==> src/rtl/bhv_basic_computer_core_if.sv <==
// Memory bus between the core and its external single-port memory.
// Reads are combinational; a write commits at the rising edge when mem_we is high.
interface bhv_basic_computer_core_if #(
    parameter int WIDTH = 16,
    parameter int AW    = WIDTH - 4
);
    logic [AW-1:0]    mem_addr;
    logic [WIDTH-1:0] mem_rdata;
    logic [WIDTH-1:0] mem_wdata;
    logic             mem_we;

    modport master (output mem_addr, output mem_wdata, output mem_we, input mem_rdata);
    modport slave  (input mem_addr, input mem_wdata, input mem_we, output mem_rdata);
endinterface

==> src/rtl/bhv_basic_computer_core.sv <==
// Mano-style basic computer core: fetch/decode/execute sequenced by SC (T0..T6),
// memory/register/I-O instruction groups, interrupt cycle, HLT/start and FGI/FGO flags.
module bhv_basic_computer_core #(
    parameter int WIDTH    = 16,
    parameter int RESET_PC = 0
) (
    input  logic                      clock,
    input  logic                      reset,
    input  logic                      start,
    input  logic                      irq,
    bhv_basic_computer_core_if.master bus,
    input  logic [7:0]                in_data,
    input  logic                      in_strobe,
    output logic                      in_ready,
    output logic [7:0]                out_data,
    output logic                      out_valid,
    input  logic                      out_ack,
    output logic [WIDTH-1:0]          ac,
    output logic [WIDTH-5:0]          pc,
    output logic                      e,
    output logic                      ien,
    output logic                      halted
);
    localparam int AW = WIDTH - 4;
    localparam logic [AW-1:0] PC_INIT = AW'(RESET_PC);

    typedef enum logic [2:0] {T0, T1, T2, T3, T4, T5, T6} tStep;

    tStep             sc, scN;
    logic [AW-1:0]    ar, arN, pcReg, pcN, pcInc;
    logic [WIDTH-1:0] ir, irN, acReg, acN, dr, drN, tr, trN;
    logic             eReg, eN, iBit, iN, rFlag, rN, ienReg, ienN, sFlag, sN;
    logic             fgi, fgiN, fgo, fgoN;
    logic [7:0]       inpr, inprN, outr, outrN;
    logic             memWe, inpExec, outExec;
    logic [WIDTH-1:0] memWdata;
    logic [2:0]       opcode;

    assign opcode = ir[WIDTH-2:WIDTH-4];
    assign pcInc  = pcReg + AW'(1);

    // Architectural state register; everything changes only at the clock edge.
    always_ff @(posedge clock or posedge reset) begin
        if (reset) begin
            sc <= T0;       ar <= '0;     pcReg <= PC_INIT; ir <= '0;
            acReg <= '0;    dr <= '0;     tr <= '0;         eReg <= 1'b0;
            iBit <= 1'b0;   rFlag <= 1'b0; ienReg <= 1'b0;  sFlag <= 1'b1;
            fgi <= 1'b0;    fgo <= 1'b1;  inpr <= '0;       outr <= '0;
        end else begin
            sc <= scN;      ar <= arN;    pcReg <= pcN;     ir <= irN;
            acReg <= acN;   dr <= drN;    tr <= trN;        eReg <= eN;
            iBit <= iN;     rFlag <= rN;  ienReg <= ienN;   sFlag <= sN;
            fgi <= fgiN;    fgo <= fgoN;  inpr <= inprN;    outr <= outrN;
        end
    end

    // Next-state and control decode for the current timing step.
    always_comb begin
        scN = sc;  arN = ar;  pcN = pcReg;  irN = ir;  acN = acReg;  drN = dr;  trN = tr;
        eN = eReg; iN = iBit; rN = rFlag;  ienN = ienReg; sN = sFlag;
        fgiN = fgi; fgoN = fgo; inprN = inpr; outrN = outr;
        memWe = 1'b0; memWdata = '0; inpExec = 1'b0; outExec = 1'b0;

        if (!sFlag) begin
            if (start) sN = 1'b1;
        end else begin
            scN = tStep'(sc + 3'd1);
            // Interrupt request is latched only between fetch phases.
            if (ienReg && (fgi || fgo || irq) && !(sc inside {T0, T1, T2})) rN = 1'b1;
            if (rFlag) begin
                case (sc)
                    T0: begin arN = '0; trN = WIDTH'(pcReg); end
                    T1: begin memWe = 1'b1; memWdata = tr; pcN = '0; end
                    T2: begin pcN = AW'(1); ienN = 1'b0; rN = 1'b0; scN = T0; end
                    default: scN = T0;
                endcase
            end else begin
                case (sc)
                    T0: arN = pcReg;
                    T1: begin irN = bus.mem_rdata; pcN = pcInc; end
                    T2: begin arN = ir[AW-1:0]; iN = ir[WIDTH-1]; end
                    default: begin
                        if (opcode == 3'b111) begin
                            scN = T0;
                            if (!iBit) begin
                                // Register reference: highest set bit wins.
                                if      (ir[11]) acN = '0;
                                else if (ir[10]) eN = 1'b0;
                                else if (ir[9])  acN = ~acReg;
                                else if (ir[8])  eN = ~eReg;
                                else if (ir[7])  begin acN = {eReg, acReg[WIDTH-1:1]}; eN = acReg[0]; end
                                else if (ir[6])  begin acN = {acReg[WIDTH-2:0], eReg}; eN = acReg[WIDTH-1]; end
                                else if (ir[5])  acN = acReg + WIDTH'(1);
                                else if (ir[4])  begin if (!acReg[WIDTH-1]) pcN = pcInc; end
                                else if (ir[3])  begin if (acReg[WIDTH-1]) pcN = pcInc; end
                                else if (ir[2])  begin if (acReg == '0) pcN = pcInc; end
                                else if (ir[1])  begin if (!eReg) pcN = pcInc; end
                                else if (ir[0])  sN = 1'b0;
                            end else begin
                                if      (ir[11]) begin acN = {acReg[WIDTH-1:8], inpr}; inpExec = 1'b1; end
                                else if (ir[10]) begin outrN = acReg[7:0]; outExec = 1'b1; end
                                else if (ir[9])  begin if (fgi) pcN = pcInc; end
                                else if (ir[8])  begin if (fgo) pcN = pcInc; end
                                else if (ir[7])  ienN = 1'b1;
                                else if (ir[6])  ienN = 1'b0;
                            end
                        end else if (sc == T3) begin
                            if (iBit) arN = bus.mem_rdata[AW-1:0];
                        end else begin
                            scN = T0;
                            case (opcode)
                                3'd0, 3'd1, 3'd2: begin
                                    if (sc == T4) begin
                                        drN = bus.mem_rdata;
                                        scN = T5;
                                    end else if (opcode == 3'd0) acN = acReg & dr;
                                    else if (opcode == 3'd1) {eN, acN} = {1'b0, acReg} + {1'b0, dr};
                                    else acN = dr;
                                end
                                3'd3: begin memWe = 1'b1; memWdata = acReg; end
                                3'd4: pcN = ar;
                                3'd5: begin
                                    if (sc == T4) begin
                                        memWe = 1'b1; memWdata = WIDTH'(pcReg);
                                        arN = ar + AW'(1); scN = T5;
                                    end else pcN = ar;
                                end
                                default: begin
                                    if (sc == T4) begin
                                        drN = bus.mem_rdata; scN = T5;
                                    end else if (sc == T5) begin
                                        drN = dr + WIDTH'(1); scN = T6;
                                    end else begin
                                        memWe = 1'b1; memWdata = dr;
                                        if (dr == '0) pcN = pcInc;
                                    end
                                end
                            endcase
                        end
                    end
                endcase
            end
        end

        // Device handshake flags run even while halted; the instruction side wins ties.
        if (inpExec) fgiN = 1'b0;
        else if (in_strobe && !fgi) begin fgiN = 1'b1; inprN = in_data; end
        if (outExec) fgoN = 1'b0;
        else if (out_ack && !fgo) fgoN = 1'b1;
    end

    assign bus.mem_addr  = ar;
    assign bus.mem_we    = memWe;
    assign bus.mem_wdata = memWdata;
    assign in_ready      = ~fgi;
    assign out_data      = outr;
    assign out_valid     = ~fgo;
    assign ac            = acReg;
    assign pc            = pcReg;
    assign e             = eReg;
    assign ien           = ienReg;
    assign halted        = ~sFlag;
endmodule

==> src/flat_wrapper.sv <==
// flat-port wrapper written by rule: the top's interface ports become plain ports
module bhv_basic_computer_core_flat 
#(
    parameter int WIDTH    = 16,
    parameter int RESET_PC = 0
)
  (clock, reset, start, irq, in_data, in_strobe, in_ready, out_data, out_valid, out_ack, ac, pc, e, ien, halted, bus_mem_addr, bus_mem_wdata, bus_mem_we, bus_mem_rdata);
  bhv_basic_computer_core_if #(.WIDTH(WIDTH)) bus_i ();
  input  logic clock;
  input  logic reset;
  input  logic start;
  input  logic irq;
  input  logic [7:0] in_data;
  input  logic in_strobe;
  output logic in_ready;
  output logic [7:0] out_data;
  output logic out_valid;
  input  logic out_ack;
  output logic [WIDTH-1:0] ac;
  output logic [WIDTH-5:0] pc;
  output logic e;
  output logic ien;
  output logic halted;
  output wire logic [$bits(bus_i.mem_addr)-1:0] bus_mem_addr;
  output wire logic [$bits(bus_i.mem_wdata)-1:0] bus_mem_wdata;
  output wire logic [$bits(bus_i.mem_we)-1:0] bus_mem_we;
  input wire logic [$bits(bus_i.mem_rdata)-1:0] bus_mem_rdata;
  assign bus_mem_addr = bus_i.mem_addr;
  assign bus_mem_wdata = bus_i.mem_wdata;
  assign bus_mem_we = bus_i.mem_we;
  assign bus_i.mem_rdata = bus_mem_rdata;
  bhv_basic_computer_core #(.WIDTH(WIDTH), .RESET_PC(RESET_PC)) u_core (.clock(clock), .reset(reset), .start(start), .irq(irq), .bus(bus_i), .in_data(in_data), .in_strobe(in_strobe), .in_ready(in_ready), .out_data(out_data), .out_valid(out_valid), .out_ack(out_ack), .ac(ac), .pc(pc), .e(e), .ien(ien), .halted(halted));
endmodule
==> config.mk <==
export PLATFORM = sky130hd
export DESIGN_NAME = bhv_basic_computer_core_flat
export DESIGN_NICKNAME = d
export VERILOG_FILES = /design/src/rtl/bhv_basic_computer_core_if.sv /design/src/rtl/bhv_basic_computer_core.sv /design/src/flat_wrapper.sv
export SDC_FILE = /design/constraint.sdc
export NUM_CORES = 1
export LEC_CHECK = 0
export BUFFER_PORTS_ARGS = -buffer_cell sky130_fd_sc_hd__buf_4
export CAP_MARGIN = 20
export CELL_PAD_IN_SITES_DETAIL_PLACEMENT = 1
export CELL_PAD_IN_SITES_GLOBAL_PLACEMENT = 1
export CORE_MARGIN = 5
export CORE_UTILIZATION = 35
export CTS_BUF_LIST = sky130_fd_sc_hd__clkbuf_4
export DETAILED_ROUTE_END_ITERATION = 16
export PLACE_DENSITY_LB_ADDON = 0.25
export SKIP_CTS_REPAIR_TIMING = 1
export SLEW_MARGIN = 20
export SYNTH_ARGS = -nofsm -noshare
export SYNTH_HDL_FRONTEND = slang
export SYNTH_SLANG_ARGS = --single-unit
==> constraint.sdc <==
create_clock -name clock -period 3.9 [get_ports clock]
set_clock_uncertainty 0.05 [all_clocks]
set_input_delay 0.39 -clock clock [delete_from_list [all_inputs] [get_ports clock]]
set_output_delay 0.39 -clock clock [all_outputs]
set_load 0.005 [all_outputs]
After elaboration in Yosys (flattened, before gate mapping)
Index checks and enable logic that the tools add are counted.
{"block": "op_classes", "addsub": 6, "multipliers": 0, "div_mod_pow": 0, "order_cmp": 0, "eq_ne": 55, "shift": 0, "muxes": 150, "bitwise_logic": 13, "n_reduce_logical": 46}
{"cell": "$mux 12", "n": 38}
{"cell": "$mux 16", "n": 24}
{"cell": "$pmux 12 s3", "n": 2}
{"cell": "$mux 1", "n": 71}
{"cell": "$pmux 12 s2", "n": 2}
{"cell": "$pmux 16 s3", "n": 1}
{"cell": "$add 16x1->16 const B", "n": 2}
{"cell": "$logic_not 16->1", "n": 2}
{"cell": "$pmux 16 s2", "n": 1}
{"cell": "$ne 5x5->1 const B", "n": 6}
{"cell": "$reduce_and 10->1", "n": 3}
{"cell": "$add 12x1->12 const B", "n": 2}
{"cell": "$mux 3", "n": 8}
{"cell": "$reduce_and 24->1", "n": 1}
{"cell": "$add 16x16->17", "n": 1}
{"cell": "$and 16x16->16", "n": 1}
{"cell": "$ne 2x2->1 const B", "n": 8}
{"cell": "$not 16->16", "n": 1}
{"cell": "$eq 3x3->1 const B", "n": 5}
{"cell": "$ne 2x1->1 const B", "n": 7}
{"cell": "$reduce_and 7->1", "n": 2}
{"cell": "$reduce_bool 2->1", "n": 7}
{"cell": "$eq 3x2->1 const B", "n": 4}
{"cell": "$ne 4x1->1 const B", "n": 3}
{"cell": "other kinds (36)", "n": 68}
{"block": "totals", "register_bits": 110, "latchBits": 0, "ramBits": 0, "rom_bits": 0, "input_bits": 30, "out_inout_bits": 70, "mem_count": 0}

Longest topological paths before layout
Gate-level depths: netlist (run 1).
{"block": "depth", "word_depth": 17, "mapped_depth": 12}

Worst setup path before layout (run 1)
Ideal clock, no wire load.
{"block": "synth_timing", "kind": "register to output", "start": "register u_core.sc[0]", "end": "output port bus_mem_wdata[3]", "arrival_time_ps": 2308, "t_required_ps": 3460, "setup_slack_ps": 1152, "stages_incl_launch_ff": 11, "path_buffers": 2, "cell_sequence": "dfrtp_1 -> inv_1 -> ha_1 -> buf_2 -> or3_1 -> and2_1 -> or4_1 -> buf_2 -> nor2_1 -> a21oi_1 -> nor2_1"}
{"block": "synth_via", "elab_chain_len": 9, "word_cells_on_any_way": 17, "cone_classes": "5 x eq/ne; 10 x mux; 2 x reduce/logical"}
{"item": "from (decl)", "line_no": "bhv_basic_computer_core.sv:29", "rtl": "tStep sc, scN;"}
{"item": "from (signal assigned)", "line_no": "bhv_basic_computer_core.sv:50", "rtl": "sc <= scN; ar <= arN; pcReg <= pcN; ir <= irN;"}
{"item": "$eq 3x3->1", "line_no": "bhv_basic_computer_core.sv:131", "rtl": "end else if (sc == T5) begin"}
{"item": "$mux 16", "line_no": "bhv_basic_computer_core.sv:131"}
{"item": "$mux 16", "line_no": "bhv_basic_computer_core.sv:129", "rtl": "if (sc == T4) begin"}
{"item": "$pmux 16 s3", "line_no": "bhv_basic_computer_core.sv:111", "rtl": "case (opcode)"}
{"item": "$mux 16", "line_no": "bhv_basic_computer_core.sv:107", "rtl": "end else if (sc == T3) begin"}
{"item": "$mux 16", "line_no": "bhv_basic_computer_core.sv:83", "rtl": "if (opcode == 3'b111) begin"}
{"item": "$mux 16", "line_no": "bhv_basic_computer_core.sv:78", "rtl": "case (sc)"}
{"item": "$mux 16 *", "line_no": "bhv_basic_computer_core.sv:70", "rtl": "if (rFlag) begin"}
{"item": "$mux 16 *", "line_no": "bhv_basic_computer_core.sv:64", "rtl": "if (!sFlag) begin"}
{"item": "to (decl)", "line_no": "flat_wrapper.sv:25", "rtl": "output wire logic [$bits(bus_i.mem_wdata)-1:0] bus_mem_wdata;"}
Every way passes the cells marked *; elsewhere a longest branch is shown, timed or not.

Final worst setup path (run 1)
{"block": "layout_timing", "start": "register u_core.sc[0]", "end": "output port bus_mem_wdata[5]"}
Same word-level chain as after synthesis.

==> metrics, run 1 <==
outcome completed; CP Data Required Time 3.46 ns; Final Util 0.418; CTS Buf Count 9; CTS tree built; CP max FO 17; most common cell after layout, fill and taps aside buf_4; io pins 100; slowest stage delay, CP 0.56 ns; vias per cell 6.11; number of library cell types mapped by synthesis 80; largest family of logic cells by synthesized area compound AO/OA/AOI/OAI gates; cell total after placement 1447; via count 8970; Die ar. 27300 um^2; fin nets 1199; grt ovf 0; Critical Path Source Type register; CP cell instances inv_1 > ha_1 > or3_1 > and2_1 > or4_4 > nor2_1 > a21oi_1 > nor2_1 > buf_4; Slew Limit Headroom 0.295; Die W 165 um; Compound-Gate Fraction of Synth Area 0.283; launching point of the worst reg2reg path u_core.ac[0]; Worst EP arrival 3.16 ns; Seq/Total Area, Yosys 0.326; Hold Fails Final Rpt 0; routing usage on met3 0.0400; most frequent cells in the layout 148 x buf_4, 108 x a21oi_1, 108 x dfrtp_1, 107 x nor2_1, 100 x nand2_1; Critical Path Source u_core.sc[0]; P per Cell Area 914 nW/um^2; Min-Delay Startpoint in_strobe; RSZ-0062 raised after global routing no; deepest clock path buffer count 2; max frequency 278 MHz; smallest setup slack after layout 0.304 ns; Final Slew Violations 0; all-layer global routing usage 0.256; Clk Latency, worst-skew pair 0.54 ns; Post-Layout Cell Count 1467; H-tree lvl count 3; DRC Markers 0; final instance area 9860 um^2; starting density of the core 0.357; Clock Sinks 110; Gate Count Post-Synth 1058; ANT nets after route 0; Tcrit/Tclk final 0.922; clock slew at reported path FFs 0.19 ns; vias in the first global route 9119; CORE AREA 23600 um^2; Post-Synth Adder-Cell Area 0.0424; Mean Syn Cell Area 7.98 um^2; Final Setup Violations 0; violation count after the first detailed-routing iteration 720; critical path endpoint category output pin; met1 GRT Util 0.363; crit-path leading delay family simple AND/OR/NAND/NOR gates; pin count of the biggest net entering global routing 59; ys flop type dfrtp_1; Place WS 0.598 ns; Detailed Route WL 34800 um; DR pass1 iterations 5; Root Driver clkbuf_4; Post-Syn Area 8440 um^2; routability cong. 0.954; leak pwr 4.20 nW; worst slew pin tran 1.05 ns; post-synthesis mux area share 0.0595; Worst Hold Class input port to register; global-route wire length before repair 54200 um; GRT busiest layer met2; Area Overhead vs Synth 16.9%; critical path's slowest cell or4_4; most used cell, CP nor2_1; FF+latch count, synth 110; routing usage on met2 0.396; I/O Buffers 99; post-DP HPWL 26200 um; initial antenna violation count 1; max cap viols 0; yosys warns 0; Post-Synth Simple-Gate Area 0.211; EDFF count, synth 0; row count 56; layout cells sized above 1 0.190; crit path time final 3.60 ns; maximum VDD drop 0.338 mV; Die H 165 um; syn nets 1116; Synth Area in XOR/XNOR 0.0228; wire length per cell 23.7 um; hold_ws 0.0175 ns; sum of buffers and inverters on the critical path 2; area post-placement 9650 um^2; Synth async-reset ratio 1.00; Setup Crit Path Kind register to output pin
## where the power goes
part	total [W]	leakage, nW	switching [W]	internal, W
combinational	0.00603	2.74	0.00364	0.00239
clock	0.000741	0.0965	0.000464	0.000277
sequential	0.00224	1.36	0.000698	0.00155
## cells by family after synthesis
logic type	count (synthesis)
AOI/OAI and AO/OA	369
DFF	110
muxes	46
and+or+nand+nor	368
adders and majority gates	28
xor gates and xnor gates	22
buffers and inverters	115
## cells in the mapped netlist, types with 17 or more instances
cell type	count	share of area
clkbuf_1	59	0.026
nor2_1	107	0.048
inv_1	34	0.015
o21ai_1	17	0.010
ha_1	27	0.040
a211oi_1	19	0.017
o21ai_0	67	0.040
mux2_2	30	0.040
nand3_1	36	0.021
a21oi_1	108	0.064
dfrtp_1	108	0.32
nor3_1	25	0.015
nand2_1	100	0.044
o22ai_1	22	0.016
## final cells by class
type	count	area [um^2]
Timing Repair Buffer	151	1150
Multi-Input combinational cell	833	5240
Fill cell	2916	13700
Antenna cell	2	5.00
Clock inverter	7	111
Clock buffer	9	67.6
Inverter	36	138
Sequential cell	110	2760
Tap cell	319	399
## routing by layer
metal / wire length, um / vias to the layer above
li1: - / 4103
met1: 15800 / 4519
met2: 15900 / 286
met3: 2110 / 62
met4: 1010 / 0
met5: 0 / -
## worst paths after layout
| path | end | slack (ns) | depth (start not counted) |
|---|---|---|---|
| worst min-delay path | u_core.fgi | 0.02 | 2 |
| worst max-delay path | bus_mem_wdata[5] | 0.30 | 9 |
| worst max register to register | u_core.pc[8] | 0.75 | 10 |
| max in group asynchronous | u_core.dr[5] | 2.51 | 4 |
| min in group asynchronous | u_core.out_data[5] | 0.51 | 3 |
| worst min register to register | u_core.tr[4] | 0.47 | 2 |
## through the flow
step / TNS (ns) / total power [W]
2_1_floorplan: 0 / 0.00600
6_report: 0 / 0.00902
3_3_place_gp: 0 / 0.00806
5_1_grt: 0 / 0.00970
3_5_place_dp: 0 / 0.00819
4_1_cts: -0.0964 / 0.00896
## state kept, by name, indices dropped and copies added, names as in the netlist
register             count
u_core.ir               16
u_core.iBit              1
u_core.sc                3
u_core.rFlag             1
u_core.tr               12
u_core.pc               12
u_core.dr               16
u_core.out_data          8
u_core.sFlag             1
u_core.bus.mem_addr     12
u_core.e                 1
u_core.ien               1
u_core.ac               16
u_core.fgi               1
u_core.fgo               1
u_core.inpr              8
Power figures use the tool's default switching activity.
==> run 2, diff against run 1 <==
- PLACE_DENSITY_LB_ADDON: 0.25 -> 0.1
==> run 2 against run 1 <==
  * First-iteration DRC count is 1.3% higher
  * Global-route usage increased by 0.91 points
  * Sequential share of layout area about the same
  * Via count is 0.14% lower
  * Register-to-register slack worse by 0.07 ns
  * Die area did not move
  * Combinational power about the same
  * Design area is essentially flat
  * Sequential cell count is the same
  * Clock-buffer cell count grew 1
  * Fmax about the same
  * Critical path type unchanged
  * Critical endpoint is now bus_mem_wdata[15]
  * Largest cell class unchanged
  * Highest routed layer is now met5
==> metrics, run 2 (synthesis gave the netlist of run 1 again) <==
Min-Delay Startpoint in_strobe; Die ar. 27300 um^2; most used cell, CP buf_4; clock slew at reported path FFs 0.19 ns; Setup Crit Path Kind register to output pin; hold_ws 0.0184 ns; hold path endpoint u_core.fgi; pin count of the biggest net entering global routing 111; Worst Hold Class input port to register; worst slew pin tran 1.02 ns; max cap viols 0; Die W 165 um; overall power 0.00893 W; via count 8957; critical path endpoint category output pin; Tcrit/Tclk final 0.922; CORE AREA 23600 um^2; max frequency 278 MHz; Register-to-Register Path Depth 10; leak pwr 4.21 nW; Clock Sinks 110; vias per cell 6.07; sum of buffers and inverters on the critical path 3; H-tree lvl count 3; r2r setup slk 0.68 ns; initial antenna violation count 3; DRC Markers 0; routability cong. 0.879; Clk Latency, worst-skew pair 0.54 ns; CP max FO 14; maximum VDD drop 0.266 mV; I/O Buffers 99; Detailed Route WL 35800 um; deepest clock path buffer count 2; Critical Path Source Type register; starting density of the core 0.357; Slew Limit Headroom 0.317; ANT nets after route 0; critical path's slowest cell nor2_1; capturing point of the worst reg2reg path u_core.pc[4]; all-layer global routing usage 0.265; crit path time final 3.59 ns; grt ovf 0; global-route wire length before repair 55300 um; crit-path leading delay family simple AND/OR/NAND/NOR gates; outcome completed; violation count after the first detailed-routing iteration 729; CTS tree built; post-route setup TNS 0 ns; most common cell after layout, fill and taps aside buf_4; row count 56; most frequent cells in the layout 155 x buf_4, 108 x a21oi_1, 108 x dfrtp_1, 107 x nor2_1, 100 x nand2_1; vias in the first global route 8970; DR pass1 iterations 6; Area Overhead vs Synth 16.9%; CP cell instances inv_1 > ha_1 > o21a_1 > nor2_1 > buf_4 > nand2_1 > a21oi_1 > buf_4; RSZ-0062 raised after global routing no; Hold Fails Final Rpt 0; Final Util 0.418; P per Cell Area 905 nW/um^2; Final Setup Violations 0; hold path cells 2; fin nets 1206; Root Driver clkbuf_4; Worst EP arrival 3.15 ns; io pins 100; Final Slew Violations 0; post-DP HPWL 27100 um; CTS Buf Count 9; layout cells sized above 1 0.194; launching point of the worst reg2reg path u_core.ac[0]; wire length per cell 24.3 um; slowest stage delay, CP 0.79 ns; CP Data Required Time 3.46 ns; Die H 165 um
## run 2: cell type report
cell class / count / area [um^2]
Antenna cell: 3 / 7.51
Fill cell: 2896 / 13700
Clock inverter: 6 / 56.3
Multi-Input combinational cell: 833 / 5240
Sequential cell: 110 / 2760
Tap cell: 319 / 399
Inverter: 36 / 138
Clock buffer: 10 / 75.1
Timing Repair Buffer: 158 / 1200
## run 2: worst max path at each step
stage	to	depth (start not counted)	from	slack (ns)
4_1_cts	bus_mem_wdata[9]	9	u_core.sc[0]	0.08
3_3_place_gp	u_core.pc[5]	10	u_core.ac[0]	0.68
5_1_grt	bus_mem_wdata[9]	10	u_core.sc[0]	0.05
6_report	bus_mem_wdata[15]	8	u_core.sc[1]	0.31
2_1_floorplan	u_core.ac[0]	1	reset	0.56
3_5_place_dp	bus_mem_wdata[9]	9	u_core.sc[0]	0.69
## run 2: stage by stage
stage,std cells,instance area (um^2),setup WS (ns)
finish,1475,9870,0.305
global route,1475,9870,0.0477
CTS,1470,9840,0.0773
detailed placement,1454,9710,0.690
global placement,1454,9710,0.685
floorplan,1058,8440,0.561
## run 2: worst reg2reg max path, stage by stage, from the launching register on
cell,delay (ns)
dfrtp_1,0.42
inv_1,0.14
ha_1,0.23
nor4b_1,0.31
nand4_1,0.27
a311o_1,0.38
o21ai_1,0.21
nand4_2,0.43
buf_4,0.33
or3_1,0.34
o21ai_1,0.08
## run 2: layer usage
metal  wire (um)  GRT usage
met1       16200      0.373
met2       16400      0.418
met3        2130     0.0385
met4        1100     0.0881
met5          13          0
## run 2: power breakdown
group | switching, W | total (W) | internal (W)
registers | 0.000773 | 0.00232 | 0.00154
clock network | 0.000454 | 0.000605 | 0.000151
logic | 0.00360 | 0.00600 | 0.00241
==> run 3, diff against run 2 <==
- REMOVE_ABC_BUFFERS: not set -> 1
==> run 3 against run 2 <==
  * Via count fell by 0.49%
  * Routed wire length is 2.0% higher
  * Setup slack gained 0.015 ns
  * Largest cell class unchanged
  * Highest routed layer is now met4
  * Non-clock buffer count down 10
  * Cell count decreased by 0.75%
  * Sequential power rose by 5%
  * Register-to-register slack got worse by 0.09 ns
  * Largest power group unchanged
  * Sequential share of layout area increased by 0.099 points
  * Hold slack improved by 0.0020 ns
==> metrics, run 3 (synthesis gave the netlist of run 1 again) <==
outcome completed; most frequent cells in the layout 144 x buf_4, 108 x a21oi_1, 108 x dfrtp_1, 107 x nor2_1, 100 x nand2_1; capturing point of the worst reg2reg path u_core.pc[9]; I/O Buffers 99; clock slew at reported path FFs 0.21 ns; Final Setup Violations 0; leak pwr 4.17 nW; Flop pwr share 0.269; CP Data Required Time 3.46 ns; pin count of the biggest net entering global routing 64; Detailed Route WL 36600 um; deepest clock path buffer count 2; H-tree lvl count 3; global-route wire length before repair 55500 um; layout cells sized above 1 0.186; post-route setup TNS 0 ns; Area Overhead vs Synth 16.5%; vias in the first global route 8762; Tcrit/Tclk final 0.918; combinational share of power 0.649; CORE AREA 23600 um^2; max cap viols 0; post-DP HPWL 27000 um; Clock power frac 0.082; Final Slew Violations 0; Clock Sinks 110; DRC Markers 0; P per Cell Area 923 nW/um^2; routability cong. 0.921; Root Driver clkbuf_4; fin nets 1196; Clk Latency, worst-skew pair 0.53 ns; grt ovf 0; hold path endpoint u_core.sFlag; CTS tree built; r2r setup slk 0.59 ns; hold path cells 3; Hold Fails Final Rpt 0; Worst Hold Class input port to register; DR pass1 iterations 5; area post-placement 9620 um^2; CTS Buf Count 9; maximum VDD drop 0.307 mV; starting density of the core 0.357; Die ar. 27300 um^2; launching point of the worst reg2reg path u_core.ac[13]; Min-Delay Startpoint start; crit path time final 3.58 ns; Slew Limit Headroom 0.336; critical path endpoint category output pin; Die W 165 um; Setup Crit Path Kind register to output pin; all-layer global routing usage 0.268; vias per cell 6.09; CP max FO 17; max frequency 279 MHz; sw power 0.00492 W; Register-to-Register Path Depth 7; initial antenna violation count 1; final instance area 9830 um^2; Critical Path Source Type register; Worst EP arrival 3.14 ns; io pins 100; RSZ-0062 raised after global routing no; violation count after the first detailed-routing iteration 779; via count 8913; most common cell after layout, fill and taps aside buf_4; Die H 165 um; wire length per cell 25.0 um; design internal power 0.00416 W; ANT nets after route 0; worst slew pin tran 0.989 ns; Switching Fraction 0.542; row count 56
[run 3: changes by cell type in the layout (fill, tap and decap cells not counted), sizes merged]
| cell | previous run | this run |
|---|---|---|
| clkinv | 4 | 3 |
| buf | 156 | 145 |
| diode | 3 | 2 |
| dlygate4sd3 | 2 | 3 |
| bufinv | 0 | 2 |
| inv | 37 | 36 |
[run 3: area by class of cell]
class / instances / area (um^2)
Fill cell: 2905 / 13800
Antenna cell: 2 / 5.00
Clock buffer: 10 / 75.1
Sequential cell: 110 / 2760
Multi-Input combinational cell: 833 / 5240
Tap cell: 319 / 399
Inverter: 36 / 138
Timing Repair Buffer: 148 / 1130
Clock inverter: 6 / 96.3
[run 3: worst max path at each step]
stage                       start               end  cells after the start  slack, ns
floorplan                   reset      u_core.ac[0]                      1       0.56
global placement     u_core.sc[0]        bus_mem_we                      9       0.74
detailed placement  u_core.ac[13]      u_core.pc[9]                      7       0.70
CTS                  u_core.sc[0]  bus_mem_wdata[7]                      9       0.08
global route         u_core.sc[0]  bus_mem_wdata[7]                      9       0.10
finish               u_core.sc[0]  bus_mem_wdata[3]                      9       0.32
[run 3: power by group through the flow]
| stage | clock [W] | combinational, W | sequential, W |
|---|---|---|---|
| floorplan | 0 | 0.00354 | 0.00224 |
| global placement | 0 | 0.00577 | 0.00243 |
| detailed placement | 0 | 0.00582 | 0.00244 |
| CTS | 0.000753 | 0.00585 | 0.00241 |
| global route | 0.000790 | 0.00649 | 0.00248 |
| finish | 0.000742 | 0.00589 | 0.00244 |
[run 3: critical path, cell delays in order, from the launching register on]
cell     delay (ns)
dfrtp_1        0.43
inv_1          0.10
ha_1           0.40
or3_1          0.41
and2_1         0.25
or4_4          0.55
nor2_1         0.19
a21oi_1        0.06
nor2_1         0.11
buf_4          0.12
[run 3: stage by stage]
| step | hold slack [ns] | total power, W | setup WS [ns] | util | cells |
|---|---|---|---|---|---|
| 2_1_floorplan | 0.396 | 0.00578 | 0.561 | - | 979 |
| 6_report | 0.0205 | 0.00908 | 0.320 | 0.416 | 1464 |
| 5_1_grt | 0.00142 | 0.00976 | 0.102 | 0.416 | 1464 |
| 4_1_cts | -0.101 | 0.00902 | 0.0846 | 0.415 | 1459 |
| 3_5_place_dp | 0.437 | 0.00826 | 0.704 | 0.408 | 1443 |
| 3_3_place_gp | 0.416 | 0.00820 | 0.738 | 0.408 | 1443 |
[run 3: metal layers]
layer | routed length (um) | GRT usage
met1 | 17000 | 0.385
met2 | 16500 | 0.417
met3 | 1830 | 0.0323
met4 | 1250 | 0.0907
met5 | 0 | 0
